## config.mk

```make
export PLATFORM = sky130hd
export DESIGN_NAME = ps2_host_tx
export DESIGN_NICKNAME = d
export VERILOG_FILES = /design/src/rtl/ps2_host_tx.sv
export SDC_FILE = /design/constraint.sdc
export NUM_CORES = 1
export LEC_CHECK = 0
export ABC_AREA = 0
export BUFFER_PORTS_ARGS = -buffer_cell sky130_fd_sc_hd__buf_2
export CAP_MARGIN = 20
export CELL_PAD_IN_SITES_DETAIL_PLACEMENT = 0
export CELL_PAD_IN_SITES_GLOBAL_PLACEMENT = 2
export CORE_ASPECT_RATIO = 1.25
export CORE_MARGIN = 2
export CORE_UTILIZATION = 39
export CTS_CLUSTER_DIAMETER = 80
export DETAILED_ROUTE_END_ITERATION = 8
export GPL_TIMING_DRIVEN = 0
export PLACE_DENSITY = 0.86
export SYNTH_ARGS = -nofsm -noshare
export SYNTH_HDL_FRONTEND = slang
export SYNTH_SLANG_ARGS = --single-unit
```

## constraint.sdc

```tcl
create_clock -name clk -period 3.1 [get_ports clk]
set_clock_uncertainty 0.15 [all_clocks]
set_input_delay 0 -clock clk [delete_from_list [all_inputs] [get_ports clk]]
set_output_delay 0 -clock clk [all_outputs]
set_load 0.1 [all_outputs]
```

## src/rtl/ps2_host_tx.sv

```systemverilog
// PS/2 host-to-device transmitter: sends one command byte to a keyboard using
// the host-initiated protocol (clock inhibit, start bit, 8 data bits LSB first,
// odd parity, stop bit, device ACK). Lines are open-drain: *_oe=1 pulls low.
module ps2_host_tx #(
    parameter int INHIBIT_CYCLES = 12000,
    parameter int TIMEOUT_CYCLES = 2000000
) (
    input  logic       clk,
    input  logic       rst,
    input  logic [7:0] tx_data,
    input  logic       tx_valid,
    output logic       tx_ready,
    output logic       done,
    output logic       err,
    input  logic       ps2_clk_in,
    input  logic       ps2_data_in,
    output logic       ps2_clk_oe,
    output logic       ps2_data_oe
);

    localparam int MAXC = (INHIBIT_CYCLES > TIMEOUT_CYCLES) ? INHIBIT_CYCLES : TIMEOUT_CYCLES;
    localparam int CW   = $clog2(MAXC + 1);
    localparam logic [CW-1:0] INH_LAST = CW'(INHIBIT_CYCLES - 1);
    localparam logic [CW-1:0] TO_LAST  = CW'(TIMEOUT_CYCLES - 1);

    localparam logic [2:0] S_IDLE      = 3'd0;
    localparam logic [2:0] S_INHIBIT   = 3'd1;
    localparam logic [2:0] S_XMIT      = 3'd2;
    localparam logic [2:0] S_ACK       = 3'd3;
    localparam logic [2:0] S_WAIT_IDLE = 3'd4;

    logic [2:0]    state;
    logic [CW-1:0] cnt;
    logic [3:0]    bit_cnt;
    logic [7:0]    data_q;
    logic          parity_q;
    logic          clk_s1, clk_s2, clk_prev;
    logic          dat_s1, dat_s2;
    logic          fall_q;

    // No acceptance while a done/err pulse is still on the outputs.
    assign tx_ready = (state == S_IDLE) && !done && !err;

    // Two-flop synchronizers plus a registered falling-edge strobe, so the FSM
    // acts on an edge one cycle after it is detected.
    always_ff @(posedge clk or posedge rst) begin
        if (rst) begin
            clk_s1   <= 1'b0;
            clk_s2   <= 1'b0;
            clk_prev <= 1'b0;
            dat_s1   <= 1'b0;
            dat_s2   <= 1'b0;
            fall_q   <= 1'b0;
        end else begin
            clk_s1   <= ps2_clk_in;
            clk_s2   <= clk_s1;
            clk_prev <= clk_s2;
            dat_s1   <= ps2_data_in;
            dat_s2   <= dat_s1;
            fall_q   <= clk_prev & ~clk_s2;
        end
    end

    // Transfer FSM: inhibit, shift frame on device clock edges, check ACK,
    // wait for bus idle; a stalled device clock aborts with err.
    always_ff @(posedge clk or posedge rst) begin
        if (rst) begin
            state       <= S_IDLE;
            cnt         <= '0;
            bit_cnt     <= '0;
            data_q      <= '0;
            parity_q    <= 1'b0;
            ps2_clk_oe  <= 1'b0;
            ps2_data_oe <= 1'b0;
            done        <= 1'b0;
            err         <= 1'b0;
        end else begin
            done <= 1'b0;
            err  <= 1'b0;
            if (state == S_IDLE) begin
                ps2_clk_oe  <= 1'b0;
                ps2_data_oe <= 1'b0;
                if (tx_valid && tx_ready) begin
                    data_q     <= tx_data;
                    parity_q   <= ~^tx_data;
                    cnt        <= '0;
                    ps2_clk_oe <= 1'b1;
                    state      <= S_INHIBIT;
                end
            end else if (state == S_INHIBIT) begin
                if (cnt == INH_LAST) begin
                    // Start bit goes out as the clock is released.
                    ps2_clk_oe  <= 1'b0;
                    ps2_data_oe <= 1'b1;
                    bit_cnt     <= '0;
                    cnt         <= '0;
                    state       <= S_XMIT;
                end else begin
                    cnt <= cnt + 1'b1;
                end
            end else if (state == S_XMIT || state == S_ACK || state == S_WAIT_IDLE) begin
                if (fall_q) cnt <= '0;
                else        cnt <= cnt + 1'b1;

                if (!fall_q && cnt == TO_LAST) begin
                    err         <= 1'b1;
                    ps2_clk_oe  <= 1'b0;
                    ps2_data_oe <= 1'b0;
                    state       <= S_IDLE;
                end else if (state == S_XMIT) begin
                    if (fall_q) begin
                        bit_cnt <= bit_cnt + 1'b1;
                        if (bit_cnt < 4'd8) begin
                            ps2_data_oe <= ~data_q[bit_cnt[2:0]];
                        end else if (bit_cnt == 4'd8) begin
                            ps2_data_oe <= ~parity_q;
                        end else begin
                            ps2_data_oe <= 1'b0;  // stop bit: release
                            state       <= S_ACK;
                        end
                    end
                end else if (state == S_ACK) begin
                    if (fall_q) begin
                        if (!dat_s2) begin
                            state <= S_WAIT_IDLE;
                        end else begin
                            err         <= 1'b1;
                            ps2_clk_oe  <= 1'b0;
                            ps2_data_oe <= 1'b0;
                            state       <= S_IDLE;
                        end
                    end
                end else begin
                    if (clk_s2 && dat_s2) begin
                        done  <= 1'b1;
                        state <= S_IDLE;
                    end
                end
            end else begin
                state       <= S_IDLE;
                ps2_clk_oe  <= 1'b0;
                ps2_data_oe <= 1'b0;
            end
        end
    end

endmodule
```

Word level (Yosys, flattened, before mapping)
Index checks and enable logic that the tools add are counted.
Widths: inputs -> output; s select.
Storage, ports and cells
  register bits: 47
  bits of input ports: 13
  output and inout port bits: 5
  logic and storage cells: 130
Cells by class
  add/subtract/negate cells: 2
  order comparisons: 2
  equality and inequality tests: 22
  muxes and demuxes: 62
  bitwise logic cells: 5
  reduce and logical (&&, ||, !) cells: 22
Operators with widths (count)
  $mux 21: 6
  $mux 3: 14
  $mux 1: 35
  $mux 4: 6
  $ne 6x5->1 const B: 4
  $add 21x1->21 const B: 1
  $eq 21x14->1 const B: 1
  $eq 21x21->1 const B: 1
  $ne 5x4->1 const B: 4
  $ne 6x6->1 const B: 2
  $reduce_and 5->1: 2
  $reduce_xnor 8->1: 1
  $ne 7x5->1 const B: 1
  $reduce_and 7->1: 1
  $eq 3x2->1 const B: 2
  $reduce_and 6->1: 1
  $reduce_bool 2->1: 3
  $logic_and 1x1->1: 5
  $add 4x1->4 const B: 1
  $eq 4x4->1 const B: 1
  $lt 3x4->1 const B: 1
  $lt 4x4->1 const B: 1
  $ne 2x1->1 const B: 2
  $not 1->1: 4
  other kinds (11): 15

Longest topological paths before layout
Gate-level depths: netlist of the first run.
  word-level depth: 10
  gate-level depth with buffers: 8
  depth with buffers taken out: 7

Worst setup path before layout of the first run
OpenSTA, ideal clock, no wires.
  path type: flip-flop to output port
  start: reg state[2]
  end: out tx_ready
  arrival time: 3.121 ns
  required time: 2.950 ns
  slack: -0.171 ns
  stages on the path, launching flop included: 4
  path buffers: 1
  cells stage by stage: dfrtp_1 -> clkbuf_1 -> nor3_1 -> nor3b_1
On the way
  cells in the longest elaborated chain, start to end: 3
Ends and longest elaborated chain
  start: declaration: RTL line 32  | logic [2:0] state;
  start signal: assignment: RTL line 68  | state <= S_IDLE;
  start signal: assignment: RTL line 88  | state <= S_INHIBIT;
  start signal: assignment: RTL line 97  | state <= S_XMIT;
  $logic_not 3->1: RTL line 42  | assign tx_ready = (state == S_IDLE) && !done && !err;
  $logic_and 1x1->1 (2 in a row): RTL line 42
  end: declaration: RTL line 12  | output logic tx_ready,
Every way passes these cells.

Worst setup path in the final report of the first run
  start: reg cnt[16]
  end: reg cnt[5]
On the way
  cells in the longest elaborated chain, start to end: 4
Ends and longest elaborated chain
  start: declaration: RTL line 33  | logic [CW-1:0] cnt;
  start signal: assignment: RTL line 99  | cnt <= cnt + 1'b1;
  start signal: assignment: RTL line 103  | else cnt <= cnt + 1'b1;
  $eq 21x14->1: RTL line 91  | if (cnt == INH_LAST) begin
  $mux 21: RTL line 91
  $mux 21: RTL line 90  | end else if (state == S_INHIBIT) begin
  $mux 21: RTL line 80  | if (state == S_IDLE) begin
Every way passes these cells.
A chain may end at the register's enable or synchronous reset.

==> flow_summary_export.csv, run 1 <==
group,metric,value,unit
status,run_status,"finished, final reports clean",
placed_design,preCtsSetupSlack,217,ps
worst_setup_path,crit_start,"cnt[16]",
logic_synthesis,synth_flop_cell,"dfrtp_1",
finish,num_antenna_cells,0,
power,combPwrFrac,43.4,%
timing,whs,123,ps
worst_setup_path,crit-reg2reg-launch,"cnt[16]",
timing,fin_crit_sh,93.1,%
logic_synthesis,async_reset_ff_share,100,%
logic_synthesis,syn_area,2520,um2
worst_setup_path,rr_endpoint,"cnt[5]",
timing,fin_tns_setup,0,ps
clock_tree,cts_root_buf,"clkbuf_8",
power,power_density,726,nW/um2
clock_tree,cts.path.max_buffers,2,
clock_tree,clk_pin_slew,90,ps
logic_synthesis,synth_seq_cells,47,
routing,wl_per_cell,15.0,um
routing,drtIter0Drc,119,
floorplanning,start_util,40.6,%
worst_hold_path,hold_path_class,"in2async",
routing,drc,0,
power,vdd_drop_max,0.289,mV
worst_setup_path,crit_fanout,10,
global_route,grt_use_total,17.5,%
worst_setup_path,r2r_cells,7,
timing,slew_violations,0,
logic_synthesis,ys_warn_count,0,
timing,period_needed,2890,ps
worst_setup_path,critical_path_class,"reg2reg",
timing,worst_slew_pin_slew,674,ps
logic_synthesis,synth_edf_count,0,
power,p_switching,879,uW
logic_synthesis,synth_cell_type_count,48,
logic_synthesis,seq_area_frac_synth,46.6,%
logic_synthesis,ys_top_cells_by_area,"dfrtp_1, xor2_1, mux2_2, nor2_1, xnor2_1",
job,drv_cap,0,
worst_setup_path,arrival,2920,ps
placed_design,placed_cell_area,2740,um2
clock_tree,postCtsResizedCells,0,
routing,ant_nets,0,
routing,vias_per_cell,5.26,
timing,rsz0062_at_grt,"false",
placed_design,place_congestion,0.767,
power,power.share.clock,17.2,%
floorplanning,num_rows,32,
finish,fin_area,2940,um2
clock_tree,numCtsBuffers,5,
placed_design,dp_hpwl,4.20,mm
worst_setup_path,worst_setup_path_start_kind,"flip-flop",
logic_synthesis,syn-num-nets,271,
global_route,grt_pass1_vias,2040,
timing,setup_ws,214,ps
finish,fin_nets,308,
power,p_sw_share,41.1,%
clock_tree,htreeDepth,2,
worst_setup_path,rrSetupSlack,210,ps
floorplanning,core_area,6210,um2
global_route,grt_pass1_wl,9.86,mm
timing,finalSetupViolations,0,
global_route,grt_remaining_overflow,0,
clock_tree,cts.sinks,47,
finish,drive_gt1_share,17.7,%
power,p_int,1260,uW
floorplanning,io_pins,18,
finish,syn2layout_area_growth,16.7,%
worst_setup_path,cp-end-kind,"flip-flop",
clock_tree,cts_tree,"done",
logic_synthesis,syn_avg_cell_area,9.89,um2
routing,first_pass_iters,4,
floorplanning,dieHeight,93.9,um
clock_tree,clock_latency,300,ps
logic_synthesis,yosysTopAreaCell,"dfrtp_1",
global_route,grt_max_degree,25,
global_route,antenna_found_initial,0,
routing,wirelength,5.68,mm
timing,hold_viol,0,
logic_synthesis,netlist_instances,255,
floorplanning,die_w,75.9,um
timing,max_freq,347,MHz
floorplanning,design.die.area,7130,um2
worst_setup_path,endpoint,"cnt[5]",
placed_design,port_buffers,17,
power,seqPwrFrac,39.4,%
power,p_leak,0.00127,uW
timing,slew_headroom,54.7,%
logic_synthesis,synth_top_area_share,46.6,%
finish,fin_util,47.4,%
routing,vias,1988,
worst_setup_path,cp.required,3140,ps
cells in the final DEF (no fill, tap or decap), types with 3 or more instances in the layout:
master         count
and3_1             3
dfrtp_1           47
a22o_1             3
mux2_2            10
a31oi_1            6
clkbuf_1           7
a21oi_1           10
ha_1               3
nor3_1             4
o21ai_0            8
nand2b_1           5
buf_2             23
xnor2_1           10
nand4_1            6
dlygate4sd3_1     11
a21o_1             3
inv_1              6
a211oi_1           4
nand3_1           14
xor2_1            13
clkbuf_8           5
nor4_1             6
nand2_1           21
nor2_1            25
nor3b_1            3
sequential cells by signal, summed over array words and instances (netlist names), 3 cells and up:
signal	cells
cnt	21
bit_cnt	4
state	3
data_q	8
timing repair:
action,4_1_cts,5_1_grt
setup endpoints to repair,0,0
setup buffers,0,0
hold buffers,11,0
hold endpoints to repair,57,0
critical path, stage by stage (launching register included):
cell	delay, ps
dfrtp_1	420
nor4_1	470
or4bb_1	520
o22a_2	200
clkbuf_1	230
nor2_1	390
buf_2	310
nor2_1	80
logic make-up after synthesis:
| kind of cell | count (synthesis) | share of synthesized area [%] |
|---|---|---|
| adders and majority gates | 3 | 1.49 |
| xor gates and xnor gates | 23 | 7.99 |
| and+or+nand+nor | 103 | 21.5 |
| buffers and inverters | 19 | 3.08 |
| AOI/OAI and AO/OA | 47 | 12.7 |
| DFF | 47 | 46.6 |
| muxes | 13 | 6.65 |
per-layer routing:
layer  track usage (%)  up-vias  share of wire [%]
li1                  -      988                  -
met1              20.5      982                 45
met2              32.4       12                 52
met3              2.50        6                1.5
met4              6.82        0                1.4
met5                 0        -                  0
worst min-delay path by stage:
| stage | startpoint | end | slack [ps] |
|---|---|---|---|
| finish | rst | cnt[17] | 120 |
| global route | rst | cnt[17] | 170 |
| CTS | rst | cnt[17] | 130 |
| detailed placement | rst | cnt[19] | -80 |
| global placement | ps2_data_in | dat_s1 | -40 |
| floorplan | ps2_clk_in | clk_s1 | -120 |
power groups by stage:
stage               Combinational (uW)  Clock [uW]  Sequential [uW]
global route                      1020         409              865
detailed placement                 927           0              856
CTS                                937         384              844
floorplan                          650           0              917
global placement                   919           0              851
finish                             928         367              843
cell usage after synthesis, drive strengths merged (7+ instances only):
library cell   n
clkbuf         7
mux2          10
dfrtp         47
inv            7
nand3         14
xor2          13
a21oi         10
xnor2         10
nand2         21
o21ai          8
nor2          25
area by class of cell:
type / count / area, um2
plain buffers: 12 / 51.3
clock buffers: 5 / 68.8
clock inverters: 3 / 20.0
fillers: 622 / 3260
inverters: 7 / 26.3
multi-input cells: 189 / 1270
flip-flops and latches: 47 / 1180
well taps: 85 / 106
repair buffers: 30 / 220
per-stage QoR:
| step | power, uW | instances |
|---|---|---|
| global placement | 1770 | 357 |
| floorplan | 1570 | 255 |
| finish | 2140 | 378 |
| detailed placement | 1780 | 359 |
| global route | 2290 | 378 |
| CTS | 2170 | 378 |
Power figures use the tool's default switching activity.
==> inputs of run 2 (changes only) <==
==> constraint.sdc (replaced) <==
create_clock -name clk -period 3 [get_ports clk]
set_clock_uncertainty 0.15 [all_clocks]
set_input_delay 0.6 -clock clk [delete_from_list [all_inputs] [get_ports clk]]
set_output_delay 0.6 -clock clk [all_outputs]
set_load 0.1 [all_outputs]
==> run 2 against run 1 <==
Net effect: clock power is 4% higher; non-clock buffer count decreased by 11; combinational power is 2.8% higher; sequential power is 3.6% higher; worst setup slack better by 35 ps; critical path depth did not move; wire length shrank 2.2%; global-route usage is 0.21 points lower; total power up 3.2%; largest cell class unchanged.
==> flow_summary_export.csv, run 2 (synthesis results as in run 1) <==
group,metric,value,unit
global_route,grt_max_degree,25,
clock_tree,cts_root_buf,"clkbuf_8",
global_route,grt_remaining_overflow,0,
floorplanning,die_w,75.9,um
floorplanning,dieHeight,93.9,um
clock_tree,cts_hold_buf,0,
worst_setup_path,path_buf_inv,2,
clock_tree,numCtsBuffers,5,
global_route,grt_pass1_wl,9.72,mm
finish,num_antenna_cells,0,
worst_setup_path,cp_top_family,"simple AND/OR/NAND/NOR gates",
worst_setup_path,cp.required,3030,ps
power,seqPwrFrac,39.6,%
global_route,grt_pass1_vias,1997,
routing,drc,0,
clock_tree,post_cts_buffers,0,
timing,fin_tns_setup,0,ps
worst_setup_path,cp_cell_sequence,"nor4_1, or4bb_1, o22a_2, clkbuf_1, nor2_2, buf_2, nor2_1",
clock_tree,clk_pin_slew,90,ps
floorplanning,io_pins,18,
routing,vias_per_cell,5.33,
worst_setup_path,cp-end-kind,"flip-flop",
clock_tree,htreeDepth,2,
placed_design,port_buffers,17,
worst_setup_path,worst_setup_path_start_kind,"flip-flop",
finish,final_cell_mix,"dfrtp_1, nor2_1, buf_2",
global_route,antenna_found_initial,0,
worst_setup_path,rrSetupSlack,250,ps
finish,fin_nets,297,
worst_setup_path,rr_endpoint,"cnt[6]",
clock_tree,cts.sinks,47,
power,p_leak,0.00123,uW
timing,max_freq,364,MHz
finish,final_common_cell,"dfrtp_1",
timing,fin_crit_sh,91.7,%
finish,largest-register,"cnt",
floorplanning,core_area,6210,um2
clock_tree,clock_latency,300,ps
power,p_sw_share,41.3,%
floorplanning,start_util,40.6,%
power,power_density,777,nW/um2
routing,drtIter0Drc,97,
power,p_total,2210,uW
placed_design,dp_hpwl,4.20,mm
routing,wirelength,5.55,mm
finish,syn2layout_area_growth,12.6,%
global_route,grt_use_total,17.3,%
timing,slew_headroom,56.7,%
power,p_switching,912,uW
worst_setup_path,critical_path_class,"reg2reg",
timing,slew_violations,0,
worst_setup_path,arrival,2780,ps
routing,vias,1956,
worst_setup_path,slowest_stage,"or4bb_1",
clock_tree,cts_tree,"done",
finish,drive_gt1_share,19.1,%
worst_setup_path,r2r_cells,7,
job,drv_cap,0,
finish,largestRegisters,"cnt x21, data_q x8, bit_cnt x4",
clock_tree,cts.path.max_buffers,2,
worst_setup_path,slowest_delay,520,ps
routing,wl_per_cell,15.1,um
floorplanning,design.die.area,7130,um2
finish,largest_register_ff_count,21,
power,vdd_drop_max,0.299,mV
worst_hold_path,hold_path_class,"in2async",
power,p_int,1290,uW
routing,first_pass_iters,6,
worst_setup_path,crit-reg2reg-launch,"cnt[16]",
timing,rsz0062_at_grt,"false",
floorplanning,num_rows,32,
clock_tree,postCtsResizedCells,0,
timing,finalSetupViolations,0,
status,run_status,"finished, final reports clean",
worst_setup_path,crit_fanout,10,
routing,ant_nets,0,
timing,worst_slew_pin_slew,644,ps
timing,hold_viol,0,
placed_design,place_congestion,0.767,
power,power.share.clock,17.2,%
power,combPwrFrac,43.2,%
timing,period_needed,2750,ps
==> run 2: changes by cell type in the layout (fill, tap and decap cells not counted), sizes merged <==
cell / previous run / this run
dlygate4sd3: 11 / 0
==> run 2: layer usage <==
layer | vias to the layer above | track usage, % | wire length (um)
met5 | - | 0 | 0
met4 | 0 | 6.82 | 95
met3 | 8 | 2.50 | 110
met2 | 18 | 31.7 | 2870
met1 | 964 | 20.5 | 2480
li1 | 966 | - | -
==> run 2: worst max path at each step <==
stage / cells after the start / endpoint / startpoint
5_1_grt: 7 / cnt[12] / cnt[16]
3_5_place_dp: 7 / cnt[6] / cnt[16]
3_3_place_gp: 7 / cnt[14] / tx_valid
4_1_cts: 7 / cnt[5] / cnt[16]
6_report: 7 / cnt[6] / cnt[16]
2_1_floorplan: 3 / tx_ready / state[2]
==> run 2: layout make-up <==
type	count	area (um2)
fill	628	3370
clock inverter	3	20.0
clock buffer	5	68.8
multi-input combinational	189	1280
buffer	12	51.3
tap	85	106
sequential	47	1180
inverter	7	26.3
timing repair buffer	19	110
==> run 2: worst register-to-register path: cells and delay by family (launching register included) <==
family | cells | cell delay (ps)
flops | 1 | 420
buf+inv | 2 | 520
simple gates | 4 | 1350
compound gates | 1 | 200
==> run 2: power groups by stage <==
stage	clock [uW]	combinational (uW)	sequential [uW]
after floorplan	0	671	948
after global placement	0	949	880
after detailed placement	0	958	884
after CTS	397	957	872
after global routing	422	1050	897
final	380	954	873
==> run 2: stage by stage <==
step | cells | cell area, um2 | setup slack [ps] | util, % | hold WS, ps
2_1_floorplan | 255 | 2530 | 113 | - | 181
3_3_place_gp | 357 | 2720 | 24.7 | 43.8 | 185
3_5_place_dp | 359 | 2740 | 117 | 44.2 | 188
4_1_cts | 367 | 2830 | 101 | 45.6 | 180
5_1_grt | 367 | 2840 | 46.1 | 45.8 | 210
6_report | 367 | 2840 | 249 | 45.8 | 172
==> inputs of run 3 (changes only) <==
--- a/config.mk
+++ b/config.mk
@@ -18,2 +18,3 @@
 export GPL_TIMING_DRIVEN = 0
+export MAX_ROUTING_LAYER = met4
 export PLACE_DENSITY = 0.86
==> constraint.sdc (replaced) <==
create_clock -name clk -period 3 [get_ports clk]
set_clock_uncertainty 0.15 [all_clocks]
set_input_delay 0.15 -clock clk [delete_from_list [all_inputs] [get_ports clk]]
set_output_delay 0.15 -clock clk [all_outputs]
set_load 0.1 [all_outputs]
==> run 3 against run 2 <==
Net effect: sequential cell count stayed put; die area did not move; sequential power is essentially flat; worst hold slack improved by 36 ps; critical path depth unchanged; via count grew 1.6%; count of clock-buffer cells in the layout is the same; worst setup slack worse by 6.7 ps.
==> flow_summary_export.csv, run 3 (synthesis results as in run 1) <==
group,metric,value,unit
worst_setup_path,crit-reg2reg-launch,"cnt[16]",
floorplanning,core_area,6210,um2
power,power_density,751,nW/um2
clock_tree,cts.sinks,47,
timing,whs,207,ps
status,run_status,"finished, final reports clean",
worst_hold_path,min_from,"clk_s1",
routing,wirelength,5.67,mm
worst_setup_path,cp_cell_sequence,"nor4_1, or4bb_1, o22a_2, clkbuf_1, nor2_2, buf_2, nor2_1",
worst_setup_path,crit_fanout,10,
timing,period_needed,2760,ps
clock_tree,cts_tree,"done",
placed_design,preCtsSetupSlack,117,ps
routing,vias,1988,
timing,finalSetupViolations,0,
finish,fin_area,2950,um2
finish,final_cell_mix,"dfrtp_1, nor2_1, buf_2",
timing,rsz0062_at_grt,"false",
timing,fin_crit_sh,91.9,%
power,p_leak,0.00127,uW
floorplanning,dieHeight,93.9,um
worst_setup_path,slowest_stage,"or4bb_1",
worst_setup_path,cp-end-kind,"flip-flop",
worst_setup_path,path_buf_inv,2,
timing,worst_slew_pin_slew,673,ps
placed_design,dp_hpwl,4.20,mm
worst_setup_path,critical_path_class,"reg2reg",
placed_design,place_congestion,0.778,
routing,wl_per_cell,15.0,um
floorplanning,design.die.area,7130,um2
global_route,grt_remaining_overflow,0,
timing,slew_violations,0,
routing,ant_nets,0,
floorplanning,start_util,40.6,%
finish,num_antenna_cells,0,
clock_tree,htreeDepth,2,
finish,drive_gt1_share,18.1,%
timing,fin_tns_setup,0,ps
routing,drtIter0Drc,118,
worst_hold_path,worstHoldEndpoint,"clk_s2",
worst_hold_path,hold-path-cell-count,0,
finish,largest-register,"cnt",
worst_setup_path,rr_endpoint,"cnt[6]",
global_route,grt_pass1_wl,9.87,mm
worst_setup_path,rrSetupSlack,240,ps
finish,final_common_cell,"dfrtp_1",
clock_tree,cts.path.max_buffers,2,
timing,slew_headroom,54.8,%
global_route,grt_max_degree,25,
routing,first_pass_iters,4,
worst_setup_path,slowest_delay,520,ps
worst_setup_path,cp_top_family,"simple AND/OR/NAND/NOR gates",
power,vdd_drop_max,0.299,mV
floorplanning,num_rows,32,
finish,largestRegisters,"cnt x21, data_q x8, bit_cnt x4",
global_route,grt_pass1_vias,2034,
job,drv_cap,0,
worst_setup_path,cp.required,3040,ps
routing,drc,0,
clock_tree,numCtsBuffers,5,
clock_tree,cts_root_buf,"clkbuf_8",
finish,fin_nets,308,
floorplanning,io_pins,18,
timing,setup_ws,243,ps
routing,vias_per_cell,5.26,
placed_design,port_buffers,17,
global_route,grt_use_total,18.0,%
clock_tree,post_cts_buffers,0,
worst_setup_path,worst_setup_path_start_kind,"flip-flop",
floorplanning,die_w,75.9,um
worst_setup_path,arrival,2790,ps
timing,max_freq,363,MHz
clock_tree,clk_pin_slew,90,ps
finish,syn2layout_area_growth,16.8,%
global_route,antenna_found_initial,0,
clock_tree,clock_latency,300,ps
worst_hold_path,hold_path_class,"reg2reg",
worst_setup_path,r2r_cells,7,
timing,hold_viol,0,
finish,largest_register_ff_count,21,
finish,fillers,623,
placed_design,placed_cell_area,2740,um2
-- run 3: per-stage QoR --
stage / utilization [%] / total power [uW] / std cells
floorplan: - / 1620 / 255
global placement: 43.8 / 1830 / 357
detailed placement: 44.2 / 1840 / 359
CTS: 47.4 / 2240 / 378
global route: 47.5 / 2370 / 378
finish: 47.5 / 2210 / 378
-- run 3: cell type report --
cell class	count	area, um2	share of cell area, %
multi-input combinational	189	1280	43.3
sequential	47	1180	39.9
timing repair buffer	30	220	7.48
tap	85	106	3.61
clock buffer	5	68.8	2.34
buffer	12	51.3	1.74
inverter	7	26.3	0.892
clock inverter	3	20.0	0.680
-- run 3: timing repair --
item	CTS	global route
resized for setup	0	1
endpoints found under the setup margin	0	10
hold endpoints to repair	33	0
hold buffers	11	0
-- run 3: metal layers --
layer | up-vias | GRT usage (%) | wire, um
met5 | - | - | 0
met4 | 0 | 6.82 | 80
met3 | 6 | 2.50 | 93
met2 | 13 | 32.4 | 2950
met1 | 980 | 20.6 | 2550
li1 | 989 | - | -
-- run 3: how the worst max path moves through the flow --
stage | from | endpoint | cells past startpoint
3_3_place_gp | cnt[5] | cnt[3] | 7
5_1_grt | cnt[16] | cnt[12] | 7
3_5_place_dp | cnt[16] | cnt[6] | 7
2_1_floorplan | done | cnt[14] | 6
6_report | cnt[16] | cnt[6] | 7
4_1_cts | cnt[16] | cnt[5] | 7
-- run 3: power by group --
| part | internal, uW | switching [uW] | total (uW) |
|---|---|---|---|
| Clock | 162 | 217 | 379 |
| Sequential | 764 | 107 | 871 |
| Combinational | 375 | 587 | 962 |
-- run 3: worst register-to-register path, delay by kind of cell (launching register included) --
kind / cells / cell delay, ps
simple gates: 4 / 1350
buf+inv: 2 / 520
flops: 1 / 420
compound gates: 1 / 200
